## src/rtl/l2_rr_arbiter_pkg.sv

```systemverilog
// Shared types, default sizes and a modular-increment helper for the L2
// round-robin arbiter.
//   arb_state_t : arbiter FSM encoding (IDLE -> GRANT -> RELEASE -> IDLE)
//   wrap_add    : (a + b) mod n for 0 <= a, b < n. Uses an explicit compare so
//                 that non-power-of-2 requester counts (e.g. 3) never produce
//                 an out-of-range index.
package l2_rr_arbiter_pkg;

  typedef enum logic [1:0] {
    ARB_IDLE,
    ARB_GRANT,
    ARB_RELEASE
  } arb_state_t;

  localparam int NUM_REQ_DEF = 2;
  localparam int LINE_W_DEF  = 256;
  localparam int ADDR_W_DEF  = 32;

  function automatic int wrap_add(input int a, input int b, input int n);
    int s;
    s = a + b;
    if (s >= n) s = s - n;
    return s;
  endfunction

endpackage

```

## src/rtl/l2_rr_arbiter_rr_picker.sv

```systemverilog
// Combinational round-robin picker.
//   req   : request vector, one bit per requester
//   ptr   : index with the highest priority this round
//   valid : at least one request is present
//   idx   : first requesting index found searching ptr, ptr+1, ... mod N
// Rotates the vector so ptr lands at bit 0, priority-encodes the lowest set
// bit, then un-rotates the offset back into a requester index.
module rr_picker
  import l2_rr_arbiter_pkg::*;
#(
  parameter int N = 2
) (
  input  logic [N-1:0]         req,
  input  logic [$clog2(N)-1:0] ptr,
  output logic                 valid,
  output logic [$clog2(N)-1:0] idx
);

  localparam int IW = $clog2(N);

  logic [N-1:0] rot;
  int           off;

  // NOTE: every signal written in this block gets a default first, so no path
  // leaves a value unassigned and no latch is inferred.
  always_comb begin
    rot   = '0;
    valid = 1'b0;
    off   = 0;
    for (int j = 0; j < N; j++) begin
      rot[j] = req[wrap_add(int'(ptr), j, N)];
    end
    // Scan downward so the lowest set offset is the one that sticks.
    for (int j = N - 1; j >= 0; j--) begin
      if (rot[j]) begin
        valid = 1'b1;
        off   = j;
      end
    end
    idx = IW'(wrap_add(int'(ptr), off, N));
  end

endmodule

```

## src/rtl/l2_rr_arbiter.sv

```systemverilog
// Round-robin arbiter sharing the single L2 port among NUM_REQ line-granular
// requesters (0 = I-cache, 1 = D-cache, further indices for future agents).
// One transaction is outstanding at a time: the winner's request is latched,
// driven to L2 until mem_resp, and the completion is routed back.
//   clk, reset_n          : clock, asynchronous active-low reset
//   req_read/req_write    : per-requester level-held line requests
//   req_address/req_wdata : flattened per-requester address / write line
//   req_rdata             : mem_rdata broadcast while a grant is active
//   req_resp              : one-hot single-cycle completion to the winner
//   mem_read/mem_write    : request to L2 (only asserted in GRANT)
//   mem_address/mem_wdata : latched address / line of the granted request
//   mem_rdata/mem_resp    : L2 read line and completion pulse
//   grant_id              : index of the current or last winner
//   busy                  : high in GRANT and RELEASE
//   proto_err             : sticky protocol-violation flag
module l2_rr_arbiter
  import l2_rr_arbiter_pkg::*;
#(
  parameter int NUM_REQ = NUM_REQ_DEF,
  parameter int LINE_W  = LINE_W_DEF,
  parameter int ADDR_W  = ADDR_W_DEF
) (
  input  logic                       clk,
  input  logic                       reset_n,
  input  logic [NUM_REQ-1:0]         req_read,
  input  logic [NUM_REQ-1:0]         req_write,
  input  logic [NUM_REQ*ADDR_W-1:0]  req_address,
  input  logic [NUM_REQ*LINE_W-1:0]  req_wdata,
  output logic [LINE_W-1:0]          req_rdata,
  output logic [NUM_REQ-1:0]         req_resp,
  output logic                       mem_read,
  output logic                       mem_write,
  output logic [ADDR_W-1:0]          mem_address,
  output logic [LINE_W-1:0]          mem_wdata,
  input  logic [LINE_W-1:0]          mem_rdata,
  input  logic                       mem_resp,
  output logic [$clog2(NUM_REQ)-1:0] grant_id,
  output logic                       busy,
  output logic                       proto_err
);

  localparam int IW = $clog2(NUM_REQ);

  arb_state_t        state, state_nxt;
  logic [IW-1:0]     rr_ptr;
  logic [NUM_REQ-1:0] req_any;
  logic              pick_valid;
  logic [IW-1:0]     pick_idx;
  logic              rd_q, wr_q;
  logic [ADDR_W-1:0] addr_q;
  logic [LINE_W-1:0] wdata_q;
  logic              err_both, err_drop, err_stray;

  assign req_any = req_read | req_write;

  rr_picker #(.N(NUM_REQ)) u_picker (
    .req   (req_any),
    .ptr   (rr_ptr),
    .valid (pick_valid),
    .idx   (pick_idx)
  );

  assign err_both  = (state == ARB_IDLE) && pick_valid &&
                     req_read[pick_idx] && req_write[pick_idx];
  // The granted requester must hold its request until it sees req_resp,
  // including during the mem_resp cycle itself.
  assign err_drop  = (state == ARB_GRANT) && !req_any[grant_id];
  assign err_stray = (state != ARB_GRANT) && mem_resp;

  always_comb begin
    state_nxt = state;
    unique case (state)
      ARB_IDLE:    if (pick_valid) state_nxt = ARB_GRANT;
      ARB_GRANT:   if (mem_resp)   state_nxt = ARB_RELEASE;
      ARB_RELEASE:                 state_nxt = ARB_IDLE;
      default:                     state_nxt = ARB_IDLE;
    endcase
  end

  // NOTE: sequential state uses non-blocking assignments so every register
  // samples pre-edge values regardless of statement order.
  always_ff @(posedge clk or negedge reset_n) begin
    if (!reset_n) begin
      state     <= ARB_IDLE;
      rr_ptr    <= '0;
      proto_err <= 1'b0;
    end else begin
      state <= state_nxt;
      if (state == ARB_GRANT && mem_resp)
        rr_ptr <= IW'(wrap_add(int'(grant_id), 1, NUM_REQ));
      if (err_both || err_drop || err_stray)
        proto_err <= 1'b1;
    end
  end

  // NOTE: the wide address/line latches are reset too, so mem_address and
  // mem_wdata are defined from the first cycle even though they are only
  // driven out in GRANT.
  always_ff @(posedge clk or negedge reset_n) begin
    if (!reset_n) begin
      grant_id <= '0;
      rd_q     <= 1'b0;
      wr_q     <= 1'b0;
      addr_q   <= '0;
      wdata_q  <= '0;
    end else if (state == ARB_IDLE && pick_valid) begin
      grant_id <= pick_idx;
      addr_q   <= req_address[int'(pick_idx)*ADDR_W +: ADDR_W];
      wdata_q  <= req_wdata[int'(pick_idx)*LINE_W +: LINE_W];
      // Read and write together is illegal; the write is honoured.
      rd_q     <= req_read[pick_idx] && !req_write[pick_idx];
      wr_q     <= req_write[pick_idx];
    end
  end

  always_comb begin
    req_rdata   = '0;
    req_resp    = '0;
    mem_read    = 1'b0;
    mem_write   = 1'b0;
    mem_address = '0;
    mem_wdata   = '0;
    busy        = (state != ARB_IDLE);
    if (state == ARB_GRANT) begin
      mem_read    = rd_q;
      mem_write   = wr_q;
      mem_address = addr_q;
      mem_wdata   = wdata_q;
      req_rdata   = mem_rdata;
      if (mem_resp) req_resp[grant_id] = 1'b1;
    end
  end

endmodule

```

## config.mk

```make
export PLATFORM = sky130hd
export DESIGN_NAME = l2_rr_arbiter
export DESIGN_NICKNAME = d
export VERILOG_FILES = /design/src/rtl/l2_rr_arbiter_pkg.sv /design/src/rtl/l2_rr_arbiter_rr_picker.sv /design/src/rtl/l2_rr_arbiter.sv
export SDC_FILE = /design/constraint.sdc
export NUM_CORES = 1
export LEC_CHECK = 0
export CORE_AREA = 2 2 540 542
export CTS_CLUSTER_DIAMETER = 120
export DETAILED_ROUTE_END_ITERATION = 7
export DIE_AREA = 0 0 542 544
export GPL_TIMING_DRIVEN = 0
export HOLD_SLACK_MARGIN = 0.05
export PLACE_DENSITY = 0.3
export SYNTH_ARGS = -nofsm -noshare
export SYNTH_HDL_FRONTEND = slang
export SYNTH_SLANG_ARGS = --single-unit
```

## constraint.sdc

```tcl
create_clock -name clk -period 1.8 [get_ports clk]
set_input_delay 0.36 -clock clk [delete_from_list [all_inputs] [get_ports clk]]
set_output_delay 0.36 -clock clk [all_outputs]
set_load 0.05 [all_outputs]
```

After elaboration in Yosys (flattened, before gate mapping)
Cells that the tools add are included.
{"block": "op_classes", "n_div": 0, "shift": 2, "eq_ne": 4, "addsub": 7, "n_lt_le_gt_ge": 9, "mul": 0, "reduce_logical": 15, "n_mux": 32, "bitwise_logic": 1}
{"cell": "$mux 256", "n": 2}
{"cell": "$shiftx 512x10->256", "n": 1}
{"cell": "$mux 32", "n": 3}
{"cell": "$lt 32x3->1 const B", "n": 2}
{"cell": "$shiftx 64x7->32", "n": 1}
{"cell": "$ge 32x3->1 const B", "n": 1}
{"cell": "$sub 32x3->32 const B", "n": 1}
{"cell": "$mux 1", "n": 21}
{"cell": "$logic_and 1x1->1", "n": 8}
{"cell": "$mux 2", "n": 4}
{"cell": "$add 1x1->2 const B", "n": 2}
{"cell": "$ge 2x2->1 const B", "n": 2}
{"cell": "$lt 1x2->1 const B", "n": 2}
{"cell": "$ne 2x2->1 const B", "n": 2}
{"cell": "$pmux 2 s2", "n": 1}
{"cell": "$sub 1x2->3 const B", "n": 1}
{"cell": "$add 1x1->2", "n": 1}
{"cell": "$eq 2x1->1 const B", "n": 1}
{"cell": "$ge 1x2->1 const B", "n": 1}
{"cell": "$logic_not 1->1", "n": 2}
{"cell": "$logic_not 2->1", "n": 1}
{"cell": "$logic_or 1x1->1", "n": 2}
{"cell": "$ne 2x1->1 const B", "n": 1}
{"cell": "$or 2x2->2", "n": 1}
{"cell": "5 further kinds", "n": 6}
{"block": "totals", "mem_bits_rw": 0, "regBits": 295, "rom_bits": 0, "n_memories": 0, "latch_bits": 0}

Depth between registers and ports, before layout
Gate-level depths: netlist of run 1.
{"block": "depth", "ltp_word": 17, "mapped_depth": 6, "mapped_depth_nobuf": 3}

By module
Synthesis of run 1 repeated with hierarchy kept, for this count alone.
{"block": "unflattened", "hier_cells": 1890, "area_unflattened_um2": 17274.1}
{"module": "l2_rr_arbiter", "area_each_um2": 17252.8, "n_inst": 1, "cells_per_inst": 1887}
{"module": "rr_picker", "area_each_um2": 21.3, "n_inst": 1, "cells_per_inst": 3}

Least setup slack after synthesis of run 1
No wires, ideal clock.
{"block": "synth_path", "path_kind": "register to output", "startpoint": "reg state[1]", "endpoint": "out mem_address[0]", "t_arrival_ps": 1649, "path_slack_ps": -209, "n_path_buf": 3, "stages_incl_launch_ff": 6, "cell_sequence": "dfrtp_1 > nor2b_1 > clkbuf_1 > clkbuf_1 > clkbuf_1 > and2_1"}
{"block": "synth_between", "elab_chain_cells": 2}
{"element": "start: declaration", "line": "l2_rr_arbiter.sv:44", "source": "arb_state_t state, state_nxt;"}
{"element": "start signal: assignment", "line": "l2_rr_arbiter.sv:88", "source": "state <= state_nxt;"}
{"element": "$eq 2x1->1", "line": "l2_rr_arbiter.sv:124", "source": "if (state == ARB_GRANT) begin"}
{"element": "$mux 32", "line": "l2_rr_arbiter.sv:124"}
{"element": "end: declaration", "line": "l2_rr_arbiter.sv:33", "source": "output logic [ADDR_W-1:0] mem_address,"}
No other way between the ends.

Final worst setup path of run 1
{"block": "layout_path", "startpoint": "reg state[1]", "endpoint": "out mem_wdata[179]"}
{"block": "layout_between", "elab_chain_cells": 2}
{"element": "$eq 2x1->1", "line": "l2_rr_arbiter.sv:124"}
{"element": "$mux 256", "line": "l2_rr_arbiter.sv:124"}
{"element": "end: declaration", "line": "l2_rr_arbiter.sv:34", "source": "output logic [LINE_W-1:0] mem_wdata,"}
No other way between the ends.

==> results.toml, run 1 <==
[sta]
timing.final.crit_period_ns = 2.77
skew_ns = 0.0612
grt_setup_unrepaired = "yes"
timing.fmax_mhz = 361
slew-limit-headroom_pct = 42.8
fin_crit_sh_pct = 154
hold_viol = 0
drv_slew = 0
setup_violations = 842
tightest_slew_ns = 0.858
fin_ws_ns = -0.970

[routing]
drc = 0
vias = 22243
drtIter0Drc = 1377
viasPerCell = 3.16
ant_nets = 0
wl_mm = 242
post_drt_wl_per_cell_um = 34.4
first_pass_iters = 5

[setup_path]
cp_max_fo = 10
start_kind = "flop"
worstSetupEndpointType = "primary output"
arrival_ns = 2.41
cp.required_ns = 1.44
reg2reg_slack_ns = -0.87
worstSetupPathType = "reg2out"

[final_layout]
area_delta_synth_final_pct = 131
stdcell_count = 7037
final_cell_mix = "clkdlybuf4s50_1 (839), and2_2 (406), dfrtp_1 (295)"
layout_commonest_cell = "clkdlybuf4s50_1"
drive_gt1_share_pct = 46.7
final_cell_area_um2 = 40700
fin_nets = 3994

[die]
top_level_ports = 1390
chipHeight_um = 544
core_area_um2 = 289000
die_area_um2 = 295000
rows = 198
initial_core_util_pct = 6.09
fp.dieW_um = 542

[yosys]
ys_seq_area_share_pct = 41.9
netlist_area_um2 = 17600
synth.avg_cell_area_um2 = 10.6
synth_edf_count = 0
synth_nets = 2509
ys_warn_count = 0
synth_cells = 1670
synth.distinct_cells = 27
async_flop_share_pct = 100
synth-seq-cells = 295
ys.flop_type = "dfrtp_1"

[placed_design]
dp_cells = 6864
portBuffers = 1389
dp_hpwl_mm = 209
place_ws_ns = -2.71
gp_congestion = 0.886
placed_area_um2 = 37100

[clock_network]
cts_made_buffers = 50
root_buffer = "clkbuf_16"
cts_sinks = 295
cts_tree = "done"
cts_buffer_depth = 3
htree_levels = 2
clk_latency_ns = 0.72
path_clk_slew_ns = 0.05

[flow_run]
cap_violations = 0

[power]
power.leakage_nw = 15.1
power.density_nw_per_um2 = 2170
ir_drop_uv = 959

[grt]
grt_pass1_wl_mm = 293
grt-ovfl-total = 0
antenna_found_initial = 190
grt_max_degree = 85
grt_pass1_vias = 23350
grt_use_total_pct = 15.7

[status]
status = "finished, violations left"
violations = "negative setup slack"

[min_path]
min_path_type = "in2async"
## report_power, final
| group | total [W] | switching, W | leakage, nW | internal, W |
|---|---|---|---|---|
| Clock | 0.0102 | 0.00442 | 0.796 | 0.00574 |
| Combinational | 0.0661 | 0.0415 | 11.1 | 0.0246 |
| Sequential | 0.0121 | 0.00213 | 3.23 | 0.00995 |
| Total | 0.0883 | 0.0480 | 15.1 | 0.0403 |
## kinds of logic (layout without fill, tap and decap cells)
| family | Yosys count | count (layout) | synth area share [%] |
|---|---|---|---|
| flops | 295 | 295 | 41.9 |
| buf+inv | 225 | 1748 | 5.05 |
| other cells | 0 | 44 | 0 |
| compound gates | 303 | 303 | 19.0 |
| mux | 2 | 2 | 0.121 |
| simple gates | 845 | 845 | 34.0 |
## synth_stat cells (2+ instances only)
master | count | area [um^2]
o221a_1 | 100 | 1130
nor2_1 | 4 | 15.0
dfrtp_1 | 295 | 7380
buf_1 | 19 | 71.3
clkbuf_1 | 165 | 619
o21ai_0 | 5 | 25.0
inv_1 | 4 | 15.0
o221a_2 | 188 | 2120
and3_1 | 2 | 12.5
buf_2 | 37 | 185
nand4b_1 | 288 | 2520
and2_1 | 547 | 3420
a21oi_1 | 2 | 10.0
## critical path, stage by stage, from the launching register on
cell and delay (ns):
dfrtp_1 0.41, nor2b_4 0.17, buf_12 0.19, clkbuf_16 0.22, clkbuf_8 0.20, and2_2 0.22, buf_4 0.22
## stage by stage
stage          hold WS [ns]  setup TNS [ns]  total power [W]  utilization (%)
6_report              0.195         -636.59           0.0883             14.1
5_1_grt               0.175         -765.81           0.0922             14.0
4_1_cts               0.118         -834.09           0.0827             13.0
3_5_place_dp          0.377        -1488.24           0.0724             12.8
3_3_place_gp          0.467        -7163.36           0.0722             12.8
2_1_floorplan        0.0644          -41.74           0.0458                -
## layer usage
| metal | vias up | share of wire [%] | global-route usage, % | routed length [um] |
|---|---|---|---|---|
| met3 | 383 | 12 | 7.93 | 28100 |
| met2 | 1277 | 49 | 27.7 | 118000 |
| met5 | - | 0.37 | 0 | 903 |
| li1 | 9428 | - | - | - |
| met1 | 11025 | 37 | 16.6 | 88400 |
| met4 | 130 | 2.7 | 3.05 | 6640 |
## area by class of cell
cell class	count	area [um^2]
fill	32763	249000
sequential	295	7380
antenna	44	110
tap	3800	4750
timing repair buffer	1434	15000
clock inverter	21	228
inverter	4	15.0
clock buffer	69	1400
buffer	220	1600
multi-input combinational	1150	10200
## sequential cells by signal (all words and copies together) (netlist names)
register	flops
grant_id	1
rd_q	1
rr_ptr	1
proto_err	1
wdata_q	256
wr_q	1
addr_q	32
state	2
## worst paths after layout
check | endpoint | startpoint | cells after the start
max in group asynchronous | wdata_q[186] | reset_n | 4
worst max-delay path | mem_wdata[179] | state[1] | 6
worst max register to register | wdata_q[42] | state[1] | 5
worst min-delay path | wdata_q[64] | reset_n | 2
worst min register to register | rd_q | rd_q | 1
min in group clk | wdata_q[188] | req_wdata[444] | 2
## timing repair
item	in CTS	in global routing
endpoints found under the hold margin	56	0
pin swaps	5	19
setup endpoints to repair	846	886
setup buffers	5	18
resized for setup	3253	965
cloned	3	13
hold buffers	1	0
Power figures use the tool's default switching activity.
==> run 2: changes to the inputs <==
--- a/config.mk
+++ b/config.mk
@@ -5,10 +5,10 @@
 export SDC_FILE = /design/constraint.sdc
 export NUM_CORES = 1
 export LEC_CHECK = 0
-export CORE_AREA = 2 2 540 542
+export CORE_AREA = 2 2 549 551
 export CTS_CLUSTER_DIAMETER = 120
 export DETAILED_ROUTE_END_ITERATION = 7
-export DIE_AREA = 0 0 542 544
+export DIE_AREA = 0 0 551 553
 export GPL_TIMING_DRIVEN = 0
 export HOLD_SLACK_MARGIN = 0.05
 export PLACE_DENSITY = 0.3
==> constraint.sdc (replaced) <==
create_clock -name clk -period 2.3 [get_ports clk]
set_input_delay 0.46 -clock clk [delete_from_list [all_inputs] [get_ports clk]]
set_output_delay 0.46 -clock clk [all_outputs]
set_load 0.05 [all_outputs]
==> run 2 against run 1 <==
Compared with the run above: the flow still finishes with violations (negative setup slack); first-iteration DRC count is 8.8% lower; sequential power is 23% lower; hold slack better by 0.098 ns; clock skew is 0.017 ns lower; clock power is 18% lower; non-clock buffer count is 8 lower; cell count is 2.3% higher; critical endpoint is now busy; largest power group unchanged.
==> results.toml, run 2 (synthesis gave the netlist of run 1 again) <==
[status]
status = "finished, violations left"
violations = "negative setup slack"

[final_layout]
drive_gt1_share_pct = 33.7
fin_util_pct = 13.2
largestRegisters = "wdata_q x256, addr_q x32, state x2"
largest_reg_flops = 256
fin_nets = 3987
final_cell_mix = "clkdlybuf4s50_1 (840), and2_1 (434), dfrtp_1 (295)"
regMostFlops = "wdata_q"
area_delta_synth_final_pct = 123
layout_commonest_cell = "clkdlybuf4s50_1"

[sta]
tightest_slew_ns = 1.03
fin_ws_ns = -0.719
setup_violations = 774
setup_tns_ns = -346.58
drv_slew = 0
hold_viol = 0
fin_crit_sh_pct = 131
timing.final.crit_period_ns = 3.02
grt_setup_unrepaired = "yes"
skew_ns = 0.0446
timing.fmax_mhz = 331
whs_ns = 0.293
slew-limit-headroom_pct = 31.3

[die]
chipHeight_um = 553
initial_core_util_pct = 5.90
die_area_um2 = 305000
fp.dieW_um = 551
core_area_um2 = 299000
rows = 201
top_level_ports = 1390

[setup_path]
start_kind = "flop"
r2r_start = "state[1]"
reg2reg_slack_ns = -0.56
cp.required_ns = 1.84
crit_start = "state[1]"
worstSetupEndpointType = "primary output"
worstSetupPathType = "reg2out"
arrival_ns = 2.56
cp_max_fo = 10

[clock_network]
root_buffer = "clkbuf_16"
htree_levels = 2
cts_sinks = 295
cts_made_buffers = 51
clk_latency_ns = 0.71
path_clk_slew_ns = 0.06
cts_buffer_depth = 3
cts_tree = "done"

[grt]
grt-ovfl-total = 0
antenna_found_initial = 185
grt_pass1_vias = 23194
grt_use_total_pct = 14.7
grt_pass1_wl_mm = 285
grt_max_degree = 87

[routing]
drtIter0Drc = 1256
post_drt_wl_per_cell_um = 32.5
ant_nets = 0
wl_mm = 234
first_pass_iters = 5
viasPerCell = 3.07
vias = 22123
drc = 0

[min_path]
min_path_type = "in2async"

[flow_run]
cap_violations = 0

[placed_design]
gp_congestion = 0.914
dp_hpwl_mm = 201
portBuffers = 1389

[power]
ir_drop_uv = 694
power.leakage_nw = 14.4
finalPower_w = 0.0656
power.density_nw_per_um2 = 1670
[run 2: changes by cell type in the layout (fill, tap and decap cells not counted), moves of 30 or more]
cell and delta:
and2_1 +410, and2_2 -380, and2_4 -30, buf_12 -47, buf_8 -84, clkbuf_4 +34, clkdlybuf4s15_2 +49
[run 2: worst max-delay path: stages, from the launching register on]
cell           delay [ns]
dfrtp_1              0.43
nor2_1               0.31
buf_6                0.32
buf_4                0.28
inv_1                0.05
dlygate4sd2_1        0.46
[run 2: final cells by class]
| cell class | count | area [um^2] |
|---|---|---|
| plain buffers | 221 | 1530 |
| well taps | 3958 | 4950 |
| clock buffers | 71 | 1480 |
| inverters | 4 | 15.0 |
| repair buffers | 1425 | 14000 |
| clock inverters | 22 | 274 |
| diodes | 54 | 135 |
| fillers | 34107 | 259000 |
| multi-input cells | 1150 | 9620 |
| flip-flops and latches | 295 | 7380 |
[run 2: final timing paths]
kind | endpoint | cells past startpoint
max | busy | 5
min | wdata_q[64] | 2
max in group asynchronous | wdata_q[185] | 4
max reg2reg | wdata_q[151] | 6
min reg2reg | rd_q | 1
min in group clk | wdata_q[193] | 2
[run 2: routing by layer]
metal  global-route usage [%]  up-vias  part of all wire, %
met5                        0        -                 0.32
met4                     4.84      116                  3.7
met3                     6.69      378                   11
met2                     25.6     1322                   49
met1                     15.7    10895                   37
li1                         -     9412                    -
[run 2: what timing repair did]
action,4_1_cts,5_1_grt
endpoints found under the setup margin,835,843
gates cloned,10,4
buffers inserted,6,10
gates resized for setup,3034,657
pin swaps,25,13
hold endpoints to repair,55,0
hold buffers,1,0
[run 2: through the flow]
stage | worst slack [ns] | cell area (um^2) | std cells
after floorplan | 0.191 | 17600 | 1670
after global placement | -16.40 | 36500 | 7017
after detailed placement | -2.47 | 36600 | 7022
after CTS | -0.906 | 38400 | 7132
after global routing | -0.887 | 39300 | 7175
final | -0.719 | 39400 | 7200
[run 2: power by group]
group	switching, W	total (W)	leakage, nW	internal [W]
combinational	0.0317	0.0479	10.3	0.0163
clock	0.00347	0.00832	0.861	0.00486
sequential	0.00158	0.00937	3.23	0.00779
total	0.0367	0.0656	14.4	0.0289
